## src/rtl/array_sort_check_datapath.sv

```systemverilog
// -----------------------------------------------------------------------------
// array_sort_check_datapath
//
// Datapath for a "is this array sorted?" checker. It holds a 16 x 32-bit word
// array, a length register and a scan index. A controller walks the index
// across the array and watches inversion_found / end_of_array to decide
// whether every adjacent pair is in non-decreasing order.
//
// Build option:
//   SORT_CHECK_SIGNED_EN  defined   -> elements compared as signed 32-bit
//                         undefined -> elements compared as unsigned 32-bit
//
// Ports:
//   clock              in   rising-edge clock for all state
//   reset              in   synchronous active-high reset (length, index)
//   wr_en              in   array write strobe
//   wr_addr[3:0]       in   array write word address
//   wr_data[31:0]      in   array write data
//   length_in[4:0]     in   array length to capture (17..31 clamp to 16)
//   load_input         in   capture length_in into the length register
//   load_index         in   update the index register
//   select_index       in   index source: 0 = clear, 1 = increment (sat. 15)
//   inversion_found    out  element[index] > element[index+1]
//   end_of_array       out  no adjacent pair remains at the current index
//   zero_length_array  out  length register is 0
//   index[3:0]         out  current index register value
// -----------------------------------------------------------------------------
module array_sort_check_datapath (
  input  logic        clock,
  input  logic        reset,
  input  logic        wr_en,
  input  logic [3:0]  wr_addr,
  input  logic [31:0] wr_data,
  input  logic [4:0]  length_in,
  input  logic        load_input,
  input  logic        load_index,
  input  logic        select_index,
  output logic        inversion_found,
  output logic        end_of_array,
  output logic        zero_length_array,
  output logic [3:0]  index
);

  localparam int unsigned DEPTH   = 16;
  localparam logic [4:0]  MAX_LEN = 5'd16;
  localparam logic [3:0]  MAX_IDX = 4'd15;

  // ---------------------------------------------------------------------------
  // Word array. Deliberately not reset: contents survive a reset so a scan can
  // be restarted over the same data.
  // ---------------------------------------------------------------------------
  logic [31:0] mem_q [DEPTH];
  logic [31:0] mem_d [DEPTH];

  generate
    for (genvar gi = 0; gi < DEPTH; gi++) begin : g_word
      assign mem_d[gi] = (wr_en && (wr_addr == 4'(gi))) ? wr_data : mem_q[gi];
    end
  endgenerate

  always_ff @(posedge clock) begin
    mem_q <= mem_d;
  end

  // ---------------------------------------------------------------------------
  // Length and index registers.
  // ---------------------------------------------------------------------------
  logic [4:0] length_q, length_d;
  logic [3:0] index_q,  index_d;

  always_comb begin
    length_d = length_q;
    if (load_input) begin
      length_d = (length_in > MAX_LEN) ? MAX_LEN : length_in;
    end
  end

  always_comb begin
    index_d = index_q;
    if (load_index) begin
      if (!select_index) begin
        index_d = 4'd0;
      end else if (index_q != MAX_IDX) begin
        index_d = index_q + 4'd1;
      end
    end
  end

  // Reset wins over the loads; the array write above is unaffected by reset.
  always_ff @(posedge clock) begin
    if (reset) begin
      length_q <= 5'd0;
      index_q  <= 4'd0;
    end else begin
      length_q <= length_d;
      index_q  <= index_d;
    end
  end

  // ---------------------------------------------------------------------------
  // Pair compare.
  // ---------------------------------------------------------------------------
  logic [4:0]  index_plus1_wide;
  logic [3:0]  index_plus1;
  logic [31:0] elem_a;
  logic [31:0] elem_b;
  logic        a_gt_b;

  // Done at 5 bits so index 15 gives 16 (not 0) and length 0/1 read as "end".
  assign index_plus1_wide = {1'b0, index_q} + 5'd1;
  // The 4-bit wrap at index 15 only addresses word 0, and end_of_array is
  // always 1 there (length <= 16), so the compare result is masked anyway.
  assign index_plus1      = index_plus1_wide[3:0];

  assign elem_a = mem_q[index_q];
  assign elem_b = mem_q[index_plus1];

`ifdef SORT_CHECK_SIGNED_EN
  assign a_gt_b = $signed(elem_a) > $signed(elem_b);
`else
  assign a_gt_b = elem_a > elem_b;
`endif

  assign end_of_array      = (index_plus1_wide >= length_q);
  assign inversion_found   = !end_of_array && a_gt_b;
  assign zero_length_array = (length_q == 5'd0);
  assign index             = index_q;

endmodule

```

## config.mk

```make
export PLATFORM = sky130hd
export DESIGN_NAME = array_sort_check_datapath
export DESIGN_NICKNAME = d
export VERILOG_FILES = /design/src/rtl/array_sort_check_datapath.sv
export SDC_FILE = /design/constraint.sdc
export NUM_CORES = 1
export LEC_CHECK = 0
export CORE_ASPECT_RATIO = 2
export CORE_MARGIN = 3
export CORE_UTILIZATION = 56
export CTS_CLUSTER_SIZE = 25
export DETAILED_ROUTE_END_ITERATION = 7
export PLACE_DENSITY = 0.76
export SYNTH_ARGS = -nofsm -noshare
export SYNTH_HDL_FRONTEND = slang
export SYNTH_SLANG_ARGS = --single-unit
```

## constraint.sdc

```tcl
create_clock -name clock -period 4.25 [get_ports clock]
set_input_delay 0.85 -clock clock [delete_from_list [all_inputs] [get_ports clock]]
set_output_delay 0.85 -clock clock [all_outputs]
set_load 0.01 [all_outputs]
```

Yosys cells after proc, flatten, opt, wreduce, memory -nomap -nowiden
Index checks and enable logic that the tools add are counted.
W data, S select, Z words.
{ "op_classes": {"bitwise": 2, "muxes": 9, "n_reduce_logical": 21, "order_cmp": 5, "n_addsub": 2, "eq_ne": 17} }
{ "op_table": {"columns": ["operator", "count"], "rows": [
  ["$bmux W32 S4", 2],
  ["$mux W32", 4],
  ["$eq A4 B4 Y1 const B", 8],
  ["$gt A32 B32 Y1", 1],
  ["$logic_and A1 B1 Y1", 17],
  ["$eq A4 B3 Y1 const B", 4],
  ["$ge A5 B5 Y1 const B", 2],
  ["$not A4 Y5", 2],
  ["$eq A4 B2 Y1 const B", 2],
  ["$mux W4", 2],
  ["$add A4 B1 Y5 const B", 1],
  ["$ge A5 B5 Y1", 1],
  ["$gt A5 B5 Y1 const B", 1],
  ["$logic_not A5 Y1", 1],
  ["$mux W5", 1],
  ["$add A4 B1 Y4 const B", 1],
  ["$eq A4 B1 Y1 const B", 1],
  ["$logic_not A4 Y1", 1],
  ["$ne A4 B4 Y1 const B", 1],
  ["$ne A2 B1 Y1 const B", 1],
  ["$reduce_and A2 Y1", 1],
  ["$logic_not A1 Y1", 1]
]} }
{ "totals": {"wordCells": 74, "inputBits": 47, "regBits": 521} }

Logic depth before layout (Yosys ltp)
Gate-level depths: netlist of the first run.
{ "depth": {"depth_word": 7, "depth_mapped": 13, "ltp_nobuf": 10} }

Least setup slack after synthesis of the first run
Ideal clock, no wire load.
{ "synth_timing": {"path_kind": "register to output", "start": "reg index_q[0], in the netlist index[0]", "end": "out inversion_found", "path_buffers": 2, "arrival_time_ns": 3.228, "required_time_ns": 3.400, "path_slack_ns": 0.172, "path_stages_with_launch": 13, "cell_sequence": "dfxtp_1 > ha_1 > buf_6 > buf_2 > mux4_2 > mux4_2 > inv_1 > ha_1 > a21oi_1 > nand2_1 > a21o_1 > o41ai_1 > a21oi_1"} }
{ "synth_between": {"elab_chain_cells": 7, "word_cells_on_any_way": 13, "classes_between": "add/sub (1); order compare (2); mux (6); bitwise (2); reduce/logical (2)"} }
{ "synth_lines": {"columns": ["item", "line", "rtl"], "rows": [
  ["start, declared", "69", "logic [3:0] index_q, index_d;"],
  ["start signal, assigned", "96", "index_q <= index_d;"],
  ["$add A4 B1 Y5", "110", "assign index_plus1_wide = {1'b0, index_q} + 5'd1;"],
  ["$not A4 Y5 (implied by the code)", "116", "assign elem_b = mem_q[index_plus1];"],
  ["$bmux W32 S4", "116", null],
  ["$mux W32 (implied by the code) (2 in a row)", "116", null],
  ["$gt A32 B32 Y1", "121", "assign a_gt_b = elem_a > elem_b;"],
  ["$logic_and A1 B1 Y1 (*)", "125", "assign inversion_found = !end_of_array && a_gt_b;"],
  ["end, declared", "38", "output logic inversion_found,"]
]} }
Every way passes the cells marked *; elsewhere a longest branch is shown, timed or not. The select of a mux whose other input is x is not followed.

Worst setup path in the final report of the first run
Same ends and word-level chain as after synthesis.

==> impl_results.md, run 1 <==
- Routed WL per cell: 32.70 um
- Final Critical Period: 4.983 ns
- Final setup margin: -0.7332 ns
- Max_cap viols: 0
- Dpl hpwl: between 30 and 40 mm
- Synth top area cells: edfxtp_1 (63%), mux4_2 (29%), ha_1 (1.9%)
- Clock Latency Late Sink: roughly 0.57 ns
- Mapped cell area: 24450 um2
- Vias in the first global route: ~14000
- TritonCTS clock tree: done
- Initial antenna violation count: 1
- Core ar.: roughly 43000 um2
- First-pass GRT wire length: 88.80 mm
- Gr usage total: 0.2614
- Syn Nets: ~1200
- Synth async-reset ratio: 0
- Crit end category: output pin
- Via density: ~7.0
- Failing checks: negative setup slack
- Fin Hold WS: 0.5518 ns
- Seq/Total Area, Yosys: 0.6362
- Worst r2r src: index[2]
- Synth top area share: 0.6288
- Crit path DAT: 4.13 ns
- DIE AREA: between 40000 and 50000 um2
- Initial cell density of the core: 0.5707
- Outcome: complete, but fails checks
- HP Class: flip-flop to flip-flop
- Mapped Cells: around 1100
- Crit start category: flip-flop
- Final ANT Viol Nets: 0
- Dominant register cell in the synthesized netlist: edfxtp_1
- WP data required: 3.40 ns
- Seq. cell area: 15570 um2
- Crit path from: index[0]
- GRT overflow: 0
- Chip Height: 301.5 um
- CTS buffer count: 45
- Multi-input gate area: between 8000 and 9000 um2
- Max Fclk: about 200 MHz
- IO Pins: 54
- RSZ-0062 raised after global routing: yes
- Most common cell after layout, fill and taps aside: edfxtp_1
- CTS Buffer Depth: 3
- Max transition margin: 0.5174
- Final hold viol count: 0
- Tcrit/Tclk final: 1.173
- Final max-slew violation count: 0
- First drt pass iteration count: 5
- Inst Count DP: about 1700
- Yosys cell types: 38
- Routed vias: 12730
- Setup TNS: -0.7332 ns
- CP Class: flip-flop to output pin
- # setup viols final: 1
- Post-synthesis register bit count: 521
- Lkg Pwr: a little under 9 nW
- Routability cong.: 0.7750
- Final Skew: 0.003474 ns
- Layout Nets: 1312
- CTS Sinks: 521
- Clock Pin Slew Worst Setup and Hold Paths: 0.07 ns
- Hold path start: length_q[4]
- Clk Tree Root Cell: clkbuf_16
- Layout Utilization: 0.6616
- Syn Area/Cell: 22.21 um2
- Yosys top cell by area: edfxtp_1
- Drt drc: 0
- Port Buffer Count: 53
- Peak VDD IR: 0.3952 mV
- Non-filler cells, final: 1809
- Pwr/cell area: 387.4 nW/um2
- Worst-path maximum fanout: 8
- Most frequent cells in the layout: edfxtp_1 (512), mux4_2 (320), buf_4 (53)
- Layout cells sized above 1: 0.4212
- FP Rows: 107
- Largest net degree at the start of global routing: 83
- Dpl cell area: 26210 um2
- Worst slew pin tran: 0.7239 ns
- Post-CTS Hold Buffers: 0
- CTS H-tree lvls: 2
- Fin area: around 28000 um2
- Overall Power: roughly 11 mW
- Post-Route WL: 59.15 mm
- Die Wd: 153.8 um
- Fillers: 2712
- Initial DRC Count: 1262
- Setup WS pre-CTS: -0.7546 ns
- Number of flops mapped to enable cells by yosys: 512
- Synthesis warning total: 0
- Synthesis-to-finish area growth: 15.93%
## final timing paths
check / endpoint / slack (ns) / cells after the start
max: inversion_found / -0.73 / 14
min: length_q[4] / 0.55 / 2
max reg2reg: index[1] / 2.48 / 7
min reg2reg: length_q[4] / 0.55 / 2
## layer usage
layer,vias up,share of wire,routed length [um],global-route usage
li1,5119,-,-,-
met1,6774,0.34,20250,0.3380
met2,687,0.54,31660,0.4562
met3,150,0.082,4865,0.04107
met4,0,0.040,2370,0.09072
met5,-,0,0,0
## synthesized netlist by cell type (2+ instances only)
library cell	number
mux4_2	320
buf_6	16
buf_4	2
nand3b_1	2
nand2_1	10
nand3_1	8
ha_1	38
o211ai_1	2
a211oi_1	3
inv_1	37
nor2_1	20
nand2b_1	4
a21oi_1	18
nor3_1	7
buf_2	33
clkbuf_1	17
buf_1	5
nor2b_1	4
a21o_1	7
nand4_1	8
dfxtp_1	9
o21ai_0	3
edfxtp_1	512
a2bb2oi_1	2
## power breakdown
| group | internal, mW | leakage, nW | switching (mW) | total, mW |
|---|---|---|---|---|
| clock network | 2.33 | 0.729 | 1.83 | 4.16 |
| logic | 0.559 | 3.36 | 0.468 | 1.03 |
| registers | 5.75 | 4.70 | 0.0478 | 5.80 |
| total | 8.64 | 8.79 | 2.34 | 11.0 |
## repair_timing
item / in CTS / in global routing
pin swaps: 8 / 13
endpoints found under the setup margin: 1 / 2
cloned: 7 / 1
gates resized for setup: 31 / 21
buffers inserted: 10 / 4
## state kept, by name, summed over array words and instances, names as in the netlist
name      flops
length_q      5
index         4
mem_q       512
## worst max-delay path, cell delays in order, from the launching register on
cell	delay, ns
dfxtp_4	0.37
ha_4	0.36
buf_6	0.16
buf_12	0.13
mux4_2	0.51
mux4_2	0.50
inv_2	0.09
ha_4	0.14
nand4_1	0.21
buf_4	0.21
nor4_2	0.25
buf_4	0.20
o41ai_4	0.09
a21oi_2	0.18
buf_2	0.16
## final cells by class
| type | count | share of cell area |
|---|---|---|
| Inverter | 37 | 0.004900 |
| Clock inverter | 30 | 0.009888 |
| Antenna cell | 1 | 0.00008828 |
| Clock buffer | 53 | 0.04229 |
| Tap cell | 545 | 0.02406 |
| Timing Repair Buffer | 152 | 0.06643 |
| Sequential cell | 521 | 0.5492 |
| Multi-Input combinational cell | 470 | 0.3031 |
## cells by family (layout without fill, tap and decap cells)
| group | after synthesis | in the layout | synth area share |
|---|---|---|---|
| adder cells (fa/ha/maj) | 38 | 38 | 0.01945 |
| buffers and inverters | 110 | 272 | 0.02380 |
| AND/OR/NAND/NOR | 69 | 69 | 0.01412 |
| flip-flops | 521 | 521 | 0.6362 |
| XOR/XNOR | 2 | 2 | 0.001024 |
| other | 0 | 1 | 0 |
| multiplexers | 321 | 321 | 0.2952 |
| AO/OA/AOI/OAI | 40 | 40 | 0.01024 |
No activity file was read; power rests on OpenSTA's default activity.
==> run 2, diff against run 1 <==
Settings changed: CTS_CLUSTER_SIZE 25 to 16, MAX_ROUTING_LAYER set to met4.
==> impl_results.md, run 2 (same netlist as run 1, synthesis figures left out) <==
- Outcome: complete, but fails checks
- Failing checks: negative setup slack
- Chip Height: 301.5 um (unchanged)
- Lkg Pwr: 8.879 nW (+1.0%)
- First-pass GRT wire length: 89.67 mm (+0.97%)
- Seq. cell area: 15570 um2 (unchanged)
- Max_cap viols: 0 (unchanged)
- CTS buffer count: 45 (unchanged)
- Hold EP: length_q[4]
- Final hold viol count: 0 (unchanged)
- GRT overflow: 0 (unchanged)
- Dpl hpwl: 34.61 mm (unchanged)
- Most frequent cells in the layout: edfxtp_1 (512), mux4_2 (320), buf_4 (63)
- TritonCTS clock tree: done
- Port Buffer Count: 53 (unchanged)
- Most flops, register: mem_q
- Post-CTS Hold Buffers: 0 (unchanged)
- Final Critical Period: 5.026 ns (+0.04321 ns)
- Layout cells sized above 1: 0.4330 (+0.01183)
- Routability cong.: 0.7856 (+1.4%)
- Clk Tree Root Cell: clkbuf_16
- Initial antenna violation count: 1 (unchanged)
- Crit end category: output pin
- HP Class: flip-flop to flip-flop
- WP data required: 3.40 ns (about the same)
- Most common cell after layout, fill and taps aside: edfxtp_1
- DIE AREA: 46360 um2 (unchanged)
- Initial cell density of the core: 0.5707 (unchanged)
- Final ANT Viol Nets: 0 (unchanged)
- Tcrit/Tclk final: 1.183 (+0.01017)
- Inst Count DP: 1703 (unchanged)
- CTS Sinks: 521 (unchanged)
- RSZ-0062 raised after global routing: yes
- Synthesis-to-finish area growth: 16.83%
- Post-Route WL: 61.09 mm (+3.3%)
- Crit path from: index[0]
- Non-filler cells, final: 1823 (+0.77%)
- Clock Pin Slew Worst Setup and Hold Paths: 0.07 ns (about the same)
- Clock Latency Late Sink: 0.57 ns (about the same)
- CTS H-tree lvls: 2 (unchanged)
- Layout Utilization: 0.6668 (+0.005140)
- Pwr/cell area: 384.0 nW/um2 (-0.88%)
- Worst-path maximum fanout: 5 (-3)
- Worst slew pin tran: 0.7492 ns (+0.02536 ns)
- Routed vias: 12930 (+1.6%)
- Vias in the first global route: 13830 (+1.1%)
- Fillers: 2683 (-1.1%)
- Final setup margin: -0.7764 ns (-0.04321 ns)
- Setup WS pre-CTS: -0.7546 ns (unchanged)
- Peak VDD IR: 0.3907 mV (-1.1%)
- Hold path start: length_q[4]
- Routed WL per cell: 33.51 um (+2.5%)
- Multi-input gate area: 8647 um2 (+0.64%)
- Max transition margin: 0.5005 (-0.01691)
- Final max-slew violation count: 0 (unchanged)
- Gr usage total: 0.2728 (+0.01142)
- Layout Nets: 1325 (+0.99%)
- Max Fclk: 199.0 MHz (-0.86%)
- Largest net degree at the start of global routing: 83 (unchanged)
- Worst reg2reg setup slack: 2.49 ns (about the same)
- Final Skew: 0.002838 ns (-0.0006361 ns)
- Initial DRC Count: 1307 (+3.6%)
- Fin Hold WS: 0.5529 ns (+0.001020 ns)
- FF-to-FF path depth: 7 (unchanged)
- # setup viols final: 1 (unchanged)
- Drt drc: 0 (unchanged)
- Core ar.: 42840 um2 (unchanged)
- FP Rows: 107 (unchanged)
- Crit start category: flip-flop
- Via density: 7.092 (+0.78%)
- First drt pass iteration count: 5 (unchanged)
- Hold depth: 2 (unchanged)
- Worst r2r src: index[2]
- IO Pins: 54 (unchanged)
- Crit path DAT: 4.18 ns (+0.05 ns)
- Worst r2r dst: index[1]
- Die Wd: 153.8 um (unchanged)
- CP Class: flip-flop to output pin
- Max reg flops: 512 (unchanged)
- Setup TNS: -0.7764 ns (-0.04321 ns)
- CTS Buffer Depth: 3 (unchanged)
-- run 2: worst max path at each step --
stage	endpoint	slack [ns]	cells past startpoint
6_report	inversion_found	-0.78	14
5_1_grt	inversion_found	-0.84	16
4_1_cts	inversion_found	-0.74	13
3_5_place_dp	inversion_found	-0.75	12
3_3_place_gp	inversion_found	-0.73	11
2_1_floorplan	inversion_found	0.17	12
-- run 2: worst max-delay path: stages, from the launching register on --
cell and delay (ns):
dfxtp_4 0.37, ha_4 0.31, buf_8 0.13, buf_12 0.13, buf_16 0.13, mux4_2 0.54, mux4_2 0.49, inv_1 0.08
ha_1 0.15, nand4_1 0.31, nor4_4 0.36, buf_4 0.19, o41ai_4 0.10, a21oi_4 0.18, buf_6 0.12
-- run 2: cell type report --
class                   count  area share
repair buffers            165     0.07245
clock inverters            30    0.008936
flip-flops and latches    521      0.5450
clock buffers              54     0.04209
multi-input cells         470      0.3027
inverters                  37    0.004862
well taps                 545     0.02387
diodes                      1  0.00008760
-- run 2: through the flow --
stage / cell area [um2] / total power [mW]
final: 28560 / 10.97
after floorplan: 24450 / 6.483
after detailed placement: 26210 / 6.828
after CTS: 28270 / 10.97
after global placement: 26210 / 6.796
after global routing: 28560 / 11.31
-- run 2: power breakdown --
| group | total, mW | switching, mW | internal [mW] |
|---|---|---|---|
| registers | 5.80 | 0.0493 | 5.75 |
| logic | 1.07 | 0.488 | 0.587 |
| clock network | 4.10 | 1.82 | 2.27 |
| total | 11.0 | 2.36 | 8.61 |
-- run 2: what timing repair did --
action	4_1_cts	5_1_grt
endpoints found under the hold margin	0	0
setup buffers	17	8
setup endpoints to repair	1	2
cloned	9	3
gates resized for setup	41	29
pin swaps	10	11
-- run 2: per-layer routing --
| metal | track usage | part of all wire |
|---|---|---|
| met5 | - | 0 |
| met4 | 0.09640 | 0.043 |
| met3 | 0.04609 | 0.090 |
| met2 | 0.4611 | 0.54 |
| met1 | 0.3382 | 0.33 |
